[src/rtl/rr_arbiter_lock.sv]
// -----------------------------------------------------------------------------
// rr_arbiter_lock
//   Round-robin arbiter for N requesters with grant locking: once a requester
//   owns the resource it keeps it until it drops its request. With MAX_HOLD>0
//   an owner that has held the grant for MAX_HOLD cycles is forced to hand over
//   when somebody else is waiting. Without contention the owner keeps it.
//
// Ports
//   clk            rising-edge clock
//   rst            synchronous reset, active low
//   req_i          request vector, bit i = requester i wants the resource
//   grant_o        registered one-hot grant, zero when idle
//   grant_idx_o    index of the current owner (meaningful when grant_valid_o)
//   grant_valid_o  registered, high while a grant is held
//   last_idx_o     rotation pointer: index of the most recent grant
//   req_cnt_o      combinational popcount of req_i
//   preempt_o      one-cycle pulse when a grant change was forced by timeout
// -----------------------------------------------------------------------------
module rr_arbiter_lock #(
   parameter int N        = 8,
   parameter int MAX_HOLD = 4,
   parameter int IDX_W    = $clog2(N),
   parameter int CNT_W    = $clog2(N + 1)
) (
   input  logic             clk,
   input  logic             rst,
   input  logic [N-1:0]     req_i,
   output logic [N-1:0]     grant_o,
   output logic [IDX_W-1:0] grant_idx_o,
   output logic             grant_valid_o,
   output logic [IDX_W-1:0] last_idx_o,
   output logic [CNT_W-1:0] req_cnt_o,
   output logic             preempt_o
);

   // Hold counter is at least one bit wide even when MAX_HOLD=0.
   localparam int HC_RAW = $clog2(MAX_HOLD + 1);
   localparam int HC_W   = (HC_RAW < 1) ? 1 : HC_RAW;
   localparam logic [HC_W-1:0]  HOLD_MAX = HC_W'(MAX_HOLD);
   localparam logic [HC_W-1:0]  HOLD_ONE = HC_W'(1);
   localparam logic [IDX_W-1:0] IDX_TOP  = IDX_W'(N - 1);

   typedef enum logic {IDLE, OWN} state_t;

   // Search upward from ptr+1 with a modulo-N wrap; ptr itself is visited
   // last, so a non-power-of-two N never probes a nonexistent requester.
   function automatic logic [IDX_W-1:0] win(input logic [N-1:0] mask,
                                            input logic [IDX_W-1:0] ptr);
      logic [IDX_W-1:0] sel;
      logic             found;
      int               pos;
      sel   = '0;
      found = 1'b0;
      for (int off = 1; off <= N; off++) begin
         pos = (int'(ptr) + off) % N;
         if (!found && mask[pos]) begin
            sel   = IDX_W'(pos);
            found = 1'b1;
         end
      end
      return sel;
   endfunction

   function automatic logic [N-1:0] onehot(input logic [IDX_W-1:0] idx);
      logic [N-1:0] v;
      v      = '0;
      v[idx] = 1'b1;
      return v;
   endfunction

   state_t           r_state;
   logic [N-1:0]     r_grant;
   logic [IDX_W-1:0] r_idx;
   logic             r_valid;
   logic [IDX_W-1:0] r_last;
   logic [HC_W-1:0]  r_hold;
   logic             r_preempt;

   state_t           w_state_next;
   logic [N-1:0]     w_grant_next;
   logic [IDX_W-1:0] w_idx_next;
   logic             w_valid_next;
   logic [IDX_W-1:0] w_last_next;
   logic [HC_W-1:0]  w_hold_next;
   logic             w_preempt_next;

   logic [N-1:0]     w_own_oh;
   logic [N-1:0]     w_others;
   logic             w_own_req;
   logic [IDX_W-1:0] w_win_req;
   logic [IDX_W-1:0] w_win_oth;
   logic [CNT_W-1:0] w_cnt;

   // Decode of the current owner; masks it out of the request vector.
   for (genvar gi = 0; gi < N; gi++) begin : g_own
      assign w_own_oh[gi] = (r_idx == IDX_W'(gi));
   end

   assign w_others  = req_i & ~w_own_oh;
   assign w_own_req = |(req_i & w_own_oh);
   assign w_win_req = win(req_i, r_last);
   // When the owner has released, w_others equals req_i, so the same search
   // serves both the release hand-over and the timeout hand-over.
   assign w_win_oth = win(w_others, r_idx);

   always_comb begin
      w_cnt = '0;
      for (int i = 0; i < N; i++) begin
         w_cnt = w_cnt + CNT_W'(req_i[i]);
      end
   end

   always_comb begin
      w_state_next   = r_state;
      w_grant_next   = r_grant;
      w_idx_next     = r_idx;
      w_valid_next   = r_valid;
      w_last_next    = r_last;
      w_hold_next    = r_hold;
      w_preempt_next = 1'b0;
      case (r_state)
         IDLE: begin
            if (|req_i) begin
               w_grant_next = onehot(w_win_req);
               w_idx_next   = w_win_req;
               w_last_next  = w_win_req;
               w_valid_next = 1'b1;
               w_hold_next  = HOLD_ONE;
               w_state_next = OWN;
            end
         end
         OWN: begin
            if (!w_own_req) begin
               // Release takes precedence over a timeout due in the same cycle.
               if (|w_others) begin
                  w_grant_next = onehot(w_win_oth);
                  w_idx_next   = w_win_oth;
                  w_last_next  = w_win_oth;
                  w_hold_next  = HOLD_ONE;
               end else begin
                  w_grant_next = '0;
                  w_valid_next = 1'b0;
                  w_state_next = IDLE;
               end
            end else if ((MAX_HOLD > 0) && (r_hold == HOLD_MAX) && (|w_others)) begin
               w_grant_next   = onehot(w_win_oth);
               w_idx_next     = w_win_oth;
               w_last_next    = w_win_oth;
               w_hold_next    = HOLD_ONE;
               w_preempt_next = 1'b1;
            end else if ((MAX_HOLD > 0) && (r_hold != HOLD_MAX)) begin
               w_hold_next = r_hold + HOLD_ONE;
            end
         end
         default: begin
            w_grant_next = '0;
            w_valid_next = 1'b0;
            w_state_next = IDLE;
         end
      endcase
   end

   always_ff @(posedge clk) begin
      if (!rst) begin
         r_state   <= IDLE;
         r_grant   <= '0;
         r_idx     <= '0;
         r_valid   <= 1'b0;
         r_last    <= IDX_TOP;
         r_hold    <= '0;
         r_preempt <= 1'b0;
      end else begin
         r_state   <= w_state_next;
         r_grant   <= w_grant_next;
         r_idx     <= w_idx_next;
         r_valid   <= w_valid_next;
         r_last    <= w_last_next;
         r_hold    <= w_hold_next;
         r_preempt <= w_preempt_next;
      end
   end

   assign grant_o       = r_grant;
   assign grant_idx_o   = r_idx;
   assign grant_valid_o = r_valid;
   assign last_idx_o    = r_last;
   assign req_cnt_o     = w_cnt;
   assign preempt_o     = r_preempt;

endmodule

[config.mk]
export PLATFORM = sky130hd
export DESIGN_NAME = rr_arbiter_lock
export DESIGN_NICKNAME = d
export VERILOG_FILES = /design/src/rtl/rr_arbiter_lock.sv
export SDC_FILE = /design/constraint.sdc
export NUM_CORES = 1
export LEC_CHECK = 0
export ABC_AREA = 1
export BUFFER_PORTS_ARGS = -buffer_cell sky130_fd_sc_hd__buf_2
export CAP_MARGIN = 20
export CORE_UTILIZATION = 45
export DETAILED_ROUTE_END_ITERATION = 10
export GPL_ROUTABILITY_DRIVEN = 0
export PLACE_DENSITY = 0.67
export REMOVE_ABC_BUFFERS = 1
export SYNTH_ARGS = -nofsm -noshare
export SYNTH_HDL_FRONTEND = slang
export SYNTH_SLANG_ARGS = --single-unit
[constraint.sdc]
create_clock -name clk -period 5.7 [get_ports clk]
set_clock_uncertainty 0.05 [all_clocks]
set_input_delay 1.425 -clock clk [delete_from_list [all_inputs] [get_ports clk]]
set_output_delay 1.425 -clock clk [all_outputs]
set_load 0.01 [all_outputs]
# Word-level counts from Yosys, hierarchy flattened
# Cells that the tools add are included.
dict set report word_totals {
  output_inout_bits 20
  regBits 20
  word_cells 249
  input_bits 10
}
dict set report classes {
  bitwise 20
  magnitude_cmp 20
  add_sub_neg 24
  n_mux 107
  n_reduce_logical 56
  n_eq_ne 15
}
# operator n
set op_table {}
lappend op_table {{$lt A4 B5 Y1 const B} 16}
lappend op_table {{$mux W3} 25}
lappend op_table {{$mux W1} 55}
lappend op_table {{$bmux W1 S3} 16}
lappend op_table {{$reduce_or A3 Y1} 16}
lappend op_table {{$mux W8} 4}
lappend op_table {{$add A3 B3 Y3 const B} 8}
lappend op_table {{$reduce_or A8 Y1} 3}
lappend op_table {{$logic_and A1 B1 Y1} 17}
lappend op_table {{$add A4 B1 Y4} 4}
lappend op_table {{$and A1 B1 Y1 const A} 16}
lappend op_table {{$and A8 B8 Y8} 2}
lappend op_table {{$pmux W8 S2} 1}
lappend op_table {{$add A3 B1 Y3 const B} 5}
lappend op_table {{$eq A3 B3 Y1 const B} 5}
lappend op_table {{$logic_not A1 Y1} 14}
lappend op_table {{$add A3 B2 Y3 const B} 4}
lappend op_table {{$pmux W3 S2} 2}
lappend op_table {{$reduce_and A3 Y1} 4}
lappend op_table {{$lt A3 B4 Y1 const B} 2}
lappend op_table {{$not A8 Y8} 1}
lappend op_table {{$demux W1 S3} 2}
lappend op_table {{$eq A3 B2 Y1 const B} 2}
lappend op_table {{$ge A3 B1 Y1 const B} 2}
lappend op_table {{other kinds (13)} 16}

# Logic depth before layout (Yosys ltp)
# Gate-level depths: netlist of the first run.
dict set report logic_depth {
  depth_word 35
  depth_mapped 22
  mapped_depth_nobuf 20
}

# Worst setup path before layout of the first run
# No wires, ideal clock.
dict set report synth_path {
  path_type {input port to output port}
  start {input req_i[0]}
  end {output req_cnt_o[2]}
  slack_ns 0.498
  cell_stages 9
  arrival_ns 3.727
  path_buffers 0
  path_cell_list {fa_1 inv_1 fa_1 fa_1 inv_1 ha_1 inv_1 fa_1 xnor2_1}
}
dict set report synth_via {
  elab_chain_len 7
}
# element line
set synth_rtl {}
lappend synth_rtl {{from (decl)} 27} ;# input logic [N-1:0] req_i,
lappend synth_rtl {{$add A1 B1 Y2} 109} ;# w_cnt = w_cnt + CNT_W'(req_i[i]);
lappend synth_rtl {{$add A2 B1 Y3} 109}
lappend synth_rtl {{$add A3 B1 Y4} 109}
lappend synth_rtl {{$add A4 B1 Y4 (4 in series)} 109}
lappend synth_rtl {{to (decl)} 32} ;# output logic [CNT_W-1:0] req_cnt_o,
# No other way between the ends.

# Worst setup path after layout of the first run
# Ends and elaborated chain as after synthesis.

==> impl_metrics.json, run 1 <==
{
  "yosys_register_bits": 20,
  "ctsHoldBuffers": 0,
  "area_delta_synth_final_pct": 7.028,
  "grt_first_pass_wirelength_um": 13250,
  "nets": 533,
  "syn_area_mm2": 0.003044,
  "grt_use_met1_pct": 29.90,
  "worst_r2r_endpoint": "grant_idx_o[1]",
  "synth_area_per_cell_um2": 6.342,
  "cts_inserted_buffers": 3,
  "place_area_mm2": 0.003217,
  "yosys.cell_types.count": 39,
  "slew_violations": 0,
  "route.vias.total": 3097,
  "coreArea_mm2": 0.006422,
  "grt_pass1_vias": 2961,
  "synth_top_family_by_area": "simple AND/OR/NAND/NOR gates",
  "fin_area_mm2": 0.003258,
  "crit_chain": "buf_2, fa_1, inv_1, fa_1, fa_1, inv_1, ha_1, inv_1, fa_1, xnor2_1, buf_2",
  "ctsResizeCount": 0,
  "cp_slowest_cell": "fa_1",
  "clkLatencyLatePin_ns": 0.25,
  "gr-max-usage-layer": "met2",
  "grt_overflow": 0,
  "drt_first_pass_iters": 4,
  "hpwl_um": 6315,
  "path_depth": 11,
  "portBuffers": 29,
  "final_cell_mix": "112 x nand2_1, 68 x nand3_1, 53 x inv_1, 46 x nor2_1",
  "final_common_cell": "nand2_1",
  "cts_tree": "built",
  "grtUsageMet3_pct": 2.163,
  "critPathKind": "in -> out",
  "drc_errors": 0,
  "rrSetupSlack_ns": 2.10,
  "cp-end-kind": "primary output",
  "max_freq_mhz": 182.3,
  "drt-vias-per-instance": 5.349,
  "antenna_found_initial": 0,
  "start_kind": "primary input",
  "ys.flop_type": "dfxtp_1",
  "status": "finished clean",
  "finalHoldViolCount": 0,
  "tns_ns": 0,
  "critical_path_required_ns": 4.22,
  "reg2reg_from": "grant_idx_o[1]",
  "whs_ns": 0.4462,
  "avgRoutedWirePerCell_um": 13.19,
  "period_share_pct": 96.25,
  "worst_path_largest_cell_delay_ns": 0.55,
  "synth_simple_gate_area_share_pct": 55.94,
  "timing.critical_path.buf_inv": 5,
  "crit_family": "adder cells",
  "synth_xor_area_share_pct": 2.343,
  "dieArea_mm2": 0.007098,
  "diodes": 0,
  "rows": 29,
  "cts_max_path_buffers": 2,
  "wl_um": 7636,
  "drive_above_1_share_pct": 23.71,
  "cpMostUsedCell": "fa_1",
  "hold_path_class": "reg -> reg",
  "clk_pin_slew_ns": 0.07,
  "post_cts_buffers": 0,
  "cap_violations": 0,
  "ioPinCount": 30,
  "ant_nets": 0,
  "arrival_ns": 4.01,
  "clock_sinks": 20,
  "track_usage_pct": 22.52,
  "yosysWarnings": 0,
  "crit_end": "req_cnt_o[2]",
  "initial_core_util_pct": 47.40,
  "fin_crit_ns": 5.486,
  "utilization_pct": 50.73,
  "setup_viol": 0,
  "die_x_um": 84.25,
  "synth_enable_flop_cells": 0,
  "gr-usage-met2_pct": 39.57,
  "grt_max_degree": 15,
  "synth-async-reset-ratio_pct": 0,
  "synth_compound_gate_area_share_pct": 9.207,
  "synth_fa_ha_area_share_pct": 8.796,
  "worstSetupStartpoint": "req_i[0]",
  "rsz0062_at_grt": "false",
  "worstPathMaxFanout": 7,
  "reg2reg_depth": 13,
  "htree_levels": 1,
  "postSynthCellCount": 480,
  "drt_iter0_markers": 172,
  "ys_seq_area_share_pct": 13.15,
  "muxShareOfSynthArea_pct": 0,
  "dieHeight_um": 84.25,
  "clockRootBuffer": "clkbuf_8",
  "tightest_slew_ns": 0.7777,
  "max_slew_margin_pct": 48.08
}
-- layer usage --
| layer | vias up | routed length [µm] |
|---|---|---|
| li1 | 1625 | - |
| met1 | 1410 | 3559 |
| met5 | - | 0 |
| met4 | 0 | 90 |
| met2 | 56 | 3682 |
| met3 | 6 | 304 |
-- how the worst min path moves through the flow --
stage | start | endpoint | slack, ns | cells after the start
floorplan | r_hold[1] | r_hold[1] | 0.41 | 2
global placement | r_hold[1] | r_hold[1] | 0.43 | 2
detailed placement | r_hold[1] | r_hold[1] | 0.44 | 2
CTS | r_hold[1] | r_hold[1] | 0.45 | 2
global route | r_hold[1] | r_hold[1] | 0.49 | 2
finish | r_hold[1] | r_hold[1] | 0.45 | 2
-- synthesized netlist by cell type, types with 3 or more instances --
cell	instances	area share (%)
nand2_1	112	14
nand3_1	68	11
inv_1	53	6.5
nor2_1	46	5.7
nand3_2	29	9.5
dfxtp_1	20	13
nand2_2	20	4.1
a21oi_1	17	2.8
ha_1	15	6.2
o21ai_0	13	2.1
inv_2	12	1.5
nand2_4	9	3.3
nand4_1	7	1.4
nor2_2	5	1.0
a211oi_1	4	0.99
buf_2	4	0.66
fa_1	4	2.6
o21ai_1	4	0.66
xnor2_1	4	1.2
buf_6	3	1.1
nor2_4	3	1.1
nor4_1	3	0.62
o211ai_1	3	0.74
-- worst reg2reg max path, stage by stage, from the launching register on --
cell	delay, ns
dfxtp_1	0.72
inv_1	0.34
ha_1	0.33
nand2_2	0.12
o22ai_1	0.09
a211oi_1	0.22
nand2_1	0.16
nand2_1	0.14
nor2_1	0.08
nor2_1	0.51
nand2_1	0.30
inv_1	0.21
nand3_1	0.13
a21oi_1	0.13
-- registers in the layout, indices dropped and copies added, names as in the netlist --
signal / count
grant_idx_o: 3
grant_o: 8
grant_valid_o: 1
last_idx_o: 3
preempt_o: 1
r_hold: 3
r_state: 1
-- kinds of logic after synthesis --
group,count (synthesis)
simple gates,311
buf+inv,76
compound gates,48
flops,20
fa+ha+maj,19
xor+xnor,6
-- metrics by stage --
stage | setup WS [ns] | cells
after global routing | 0.08086 | 579
final | 0.2138 | 579
after global placement | 0.2666 | 576
after floorplan | 0.4984 | 470
after CTS | 0.2121 | 579
after detailed placement | 0.1991 | 576
-- final cells by class --
| cell class | instances | area (µm²) |
|---|---|---|
| Inverter | 66 | 252.7 |
| Tap cell | 77 | 96.34 |
| Timing Repair Buffer | 29 | 145.1 |
| Clock buffer | 3 | 41.29 |
| Multi-Input combinational cell | 384 | 2322 |
| Sequential cell | 20 | 400.4 |
| Fill cell | 658 | 3164 |
Power of run 1 is not shown: default switching activity piles up to over one toggle a cycle in this logic, so the estimate is an artifact.
==> run 2: changes to the inputs <==
--- a/config.mk
+++ b/config.mk
@@ -10,4 +10,5 @@
 export CAP_MARGIN = 20
 export CORE_UTILIZATION = 45
+export CTS_CLUSTER_SIZE = 14
 export DETAILED_ROUTE_END_ITERATION = 10
 export GPL_ROUTABILITY_DRIVEN = 0
--- a/constraint.sdc
+++ b/constraint.sdc
@@ -3,3 +3,3 @@
 set_input_delay 1.425 -clock clk [delete_from_list [all_inputs] [get_ports clk]]
 set_output_delay 1.425 -clock clk [all_outputs]
-set_load 0.01 [all_outputs]
+set_load 0.05 [all_outputs]
==> impl_metrics.json, run 2 (same netlist as run 1, synthesis figures left out) <==
{
  "status": "finished clean",
  "antenna_found_initial": 0,
  "fin_crit_ns": 5.636,
  "grt_use_met1_pct": 30.80,
  "avgRoutedWirePerCell_um": 13.47,
  "whs_path_depth": 2,
  "path_depth": 11,
  "crit_family": "adder cells",
  "portBuffers": 29,
  "grt_first_pass_wirelength_um": 13360,
  "tightest_slew_ns": 0.7773,
  "clock_sinks": 20,
  "grtUsageMet3_pct": 1.770,
  "cts_inserted_buffers": 3,
  "start_kind": "primary input",
  "reg2reg_depth": 13,
  "finalHoldViolCount": 0,
  "grt_max_degree": 15,
  "clockRootBuffer": "clkbuf_8",
  "worst_path_largest_cell_delay_ns": 0.55,
  "final_cell_mix": "112 x nand2_1, 68 x nand3_1, 50 x inv_1, 46 x nor2_1, 29 x nand3_2",
  "htree_levels": 1,
  "diodes": 0,
  "nets": 536,
  "area_delta_synth_final_pct": 10.11,
  "rows": 29,
  "cts_max_path_buffers": 2,
  "drt_first_pass_iters": 5,
  "max_freq_mhz": 177.4,
  "gr-usage-met2_pct": 38.90,
  "setup_viol": 0,
  "cts_tree": "built",
  "worstPathMaxFanout": 6,
  "critical_path_required_ns": 4.22,
  "cp_slowest_cell": "fa_1",
  "ant_nets": 0,
  "cap_violations": 0,
  "coreArea_mm2": 0.006422,
  "period_share_pct": 98.88,
  "wl_um": 7854,
  "drc_errors": 0,
  "timing.critical_path.buf_inv": 5,
  "max_slew_margin_pct": 48.11,
  "initial_core_util_pct": 47.40,
  "route.vias.total": 3192,
  "drt_iter0_markers": 153,
  "grt_overflow": 0,
  "crit_chain": "buf_6, fa_1, inv_2, fa_1, fa_1, inv_2, ha_4, inv_2, fa_2, xnor2_2, buf_6",
  "final_common_cell": "nand2_1",
  "grt_pass1_vias": 2929,
  "largest_register_ffs": 8,
  "track_usage_pct": 22.30,
  "dieHeight_um": 84.25,
  "whs_ns": 0.4453,
  "clkLatencyLatePin_ns": 0.26,
  "clk_pin_slew_ns": 0.08,
  "critPathKind": "in -> out",
  "dieArea_mm2": 0.007098,
  "drive_above_1_share_pct": 25.49,
  "hold_path_class": "reg -> reg",
  "slew_violations": 0,
  "die_x_um": 84.25,
  "cp-end-kind": "primary output",
  "drt-vias-per-instance": 5.475,
  "arrival_ns": 4.16,
  "ioPinCount": 30,
  "gr-max-usage-layer": "met2",
  "hpwl_um": 6230,
  "ctsHoldBuffers": 0
}
[run 2: changes by cell type in the layout (fill, tap and decap cells not counted)]
cell	delta
buf_4	+3
ha_1	-1
xnor2_1	-1
buf_6	+3
bufinv_16	+1
fa_2	+1
inv_2	+3
xnor2_2	+1
buf_2	-3
fa_1	-1
ha_4	+1
inv_1	-3
[run 2: metrics by stage]
stage / cells / cell area [µm²] / worst slack [ns] / setup TNS [ns] / utilization [%]
final: 583 / 3352 / 0.06404 / 0 / 52.19
after global routing: 583 / 3352 / -0.01314 / -0.01314 / 52.19
after CTS: 581 / 3296 / 0.04087 / 0 / 51.32
after detailed placement: 577 / 3224 / 0.03223 / 0 / 50.20
after global placement: 577 / 3224 / 0.1647 / 0 / 50.20
after floorplan: 470 / 2975 / -0.09633 / -0.09633 / -
[run 2: worst min-delay path: cells and delay by family, from the launching register on]
kind                   cells  cell delay, ns
flip-flops                 1            0.32
buffers and inverters      1            0.07
AO/OA/AOI/OAI              1            0.06
[run 2: layout make-up]
class,instances,area [µm²]
well taps,77,96.34
repair buffers,32,186.4
inverters,66,252.7
fillers,649,3070
clock inverters,1,30.03
flip-flops and latches,20,400.4
multi-input cells,384,2345
clock buffers,3,41.29
[run 2: worst paths after layout]
kind	to	slack, ns	startpoint
hold reg to reg	r_hold[1]	0.45	r_hold[1]
hold / removal	r_hold[1]	0.45	r_hold[1]
setup reg to reg	grant_idx_o[1]	2.09	grant_idx_o[1]
setup / recovery	req_cnt_o[2]	0.06	req_i[1]
[run 2: layer usage]
layer / share of wire (%) / up-vias
met3: 3.2 / 6
met5: 0 / -
met1: 48 / 1485
met4: 0.97 / 0
li1: - / 1627
met2: 48 / 74
[run 2: what timing repair did]
action	4_1_cts	5_1_grt
setup buffers	0	2
endpoints found under the setup margin	0	2
gates resized for setup	0	16
Power of run 2 is left out for the same reason.
==> run 3: changes to the inputs <==
clock period = 6 ns   (was 5.7 ns; I/O delays follow)
==> impl_metrics.json, run 3 (same netlist as run 1, synthesis figures left out) <==
{
  "max_freq_mhz": 173.0,
  "reg2reg_depth": 13,
  "largest_register_ffs": 8,
  "portBuffers": 29,
  "cts_inserted_buffers": 3,
  "nets": 533,
  "start_kind": "primary input",
  "final_common_cell": "nand2_1",
  "avgRoutedWirePerCell_um": 12.96,
  "drt_iter0_markers": 135,
  "worst_r2r_endpoint": "grant_idx_o[0]",
  "ctsHoldBuffers": 0,
  "area_delta_synth_final_pct": 7.028,
  "hpwl_um": 6163,
  "slew_violations": 0,
  "status": "finished clean",
  "grt_first_pass_wirelength_um": 13150,
  "clk_pin_slew_ns": 0.07,
  "dp.cells": 576,
  "nFillCells": 657,
  "arrival_ns": 4.23,
  "route.vias.total": 3111,
  "initial_core_util_pct": 47.40,
  "hp-start": "r_hold[1]",
  "htree_levels": 1,
  "final_cell_mix": "112 x nand2_1, 68 x nand3_1, 53 x inv_1, 46 x nor2_1",
  "setup_viol": 0,
  "period_share_pct": 96.34,
  "antenna_found_initial": 0,
  "clkLatencyLatePin_ns": 0.26,
  "grt_pass1_vias": 3002,
  "critPathKind": "in -> out",
  "drt_first_pass_iters": 4,
  "cts_tree": "built",
  "place_area_mm2": 0.003217,
  "coreArea_mm2": 0.006422,
  "fin_area_mm2": 0.003258,
  "reg2reg_from": "grant_idx_o[1]",
  "tightest_slew_ns": 0.7835,
  "grt_max_degree": 15,
  "fin_crit_ns": 5.780,
  "critical_path_required_ns": 4.45,
  "post_cts_buffers": 0,
  "cap_violations": 0,
  "rsz0062_at_grt": "false",
  "dieHeight_um": 84.25,
  "hold_path_class": "reg -> reg",
  "track_usage_pct": 22.19,
  "rrSetupSlack_ns": 2.38,
  "ctsResizeCount": 0,
  "die_x_um": 84.25,
  "worstPathMaxFanout": 7,
  "grt_overflow": 0,
  "fin_cells": 579,
  "rows": 29,
  "hold_path_end": "r_hold[1]",
  "max_slew_margin_pct": 47.69,
  "diodes": 0,
  "ant_nets": 0,
  "whs_path_depth": 2,
  "drive_above_1_share_pct": 23.71,
  "clockRootBuffer": "clkbuf_8",
  "cts_max_path_buffers": 2,
  "clock_sinks": 20,
  "drt-vias-per-instance": 5.373,
  "finalHoldViolCount": 0,
  "drc_errors": 0,
  "dieArea_mm2": 0.007098,
  "wl_um": 7504,
  "ioPinCount": 30,
  "cp-end-kind": "primary output",
  "tns_ns": 0
}
-- run 3: cell count changes in the layout (fill, tap and decap cells not counted) --
cell	previous run	this run
xnor2_1	3	4
inv_1	50	53
xnor2_2	1	0
bufinv_16	1	0
buf_4	3	0
buf_2	26	29
ha_4	1	0
inv_2	15	12
buf_6	3	0
fa_1	3	4
fa_2	1	0
ha_1	14	15
-- run 3: worst max path at each step --
stage             start  slack, ns           end  depth (start not counted)
5_1_grt        req_i[0]       0.06  req_cnt_o[1]                         11
4_1_cts        req_i[0]       0.21  req_cnt_o[1]                         11
2_1_floorplan  req_i[0]       0.05  req_cnt_o[2]                          9
6_report       req_i[0]       0.22  req_cnt_o[2]                         11
3_3_place_gp   req_i[0]       0.29  req_cnt_o[2]                         11
3_5_place_dp   req_i[0]       0.23  req_cnt_o[2]                         11
-- run 3: routing by layer --
metal / wire, µm / GRT usage [%] / share of wire, %
met4: 75 / 3.762 / 1.0
met3: 179 / 1.475 / 2.4
met2: 3611 / 39.94 / 48
met1: 3637 / 29.49 / 48
met5: 0 / 0 / 0
-- run 3: critical path, cell delays in order --
cell and delay, ns:
buf_2 0.15, fa_1 0.55, inv_1 0.06, fa_1 0.50, fa_1 0.41, inv_1 0.07, ha_1 0.15, inv_1 0.05
fa_1 0.37, xnor2_1 0.13, buf_2 0.27
-- run 3: cell type report --
cell class                      instances  area (µm²)  area share, %
Multi-Input combinational cell        384        2322          71.28
Sequential cell                        20       400.4          12.29
Inverter                               66       252.7          7.757
Timing Repair Buffer                   29       145.1          4.455
Tap cell                               77       96.34          2.957
Clock buffer                            3       41.29          1.267
-- run 3: metrics by stage --
| stage | utilization (%) | setup WS, ns | hold slack [ns] |
|---|---|---|---|
| after detailed placement | 50.09 | 0.2265 | 0.4476 |
| after global routing | 50.73 | 0.06310 | 0.4945 |
| after global placement | 50.09 | 0.2876 | 0.4310 |
| final | 50.73 | 0.2197 | 0.4583 |
| after CTS | 50.73 | 0.2121 | 0.4608 |
| after floorplan | - | 0.05367 | 0.4083 |
Power of run 3 is left out for the same reason.
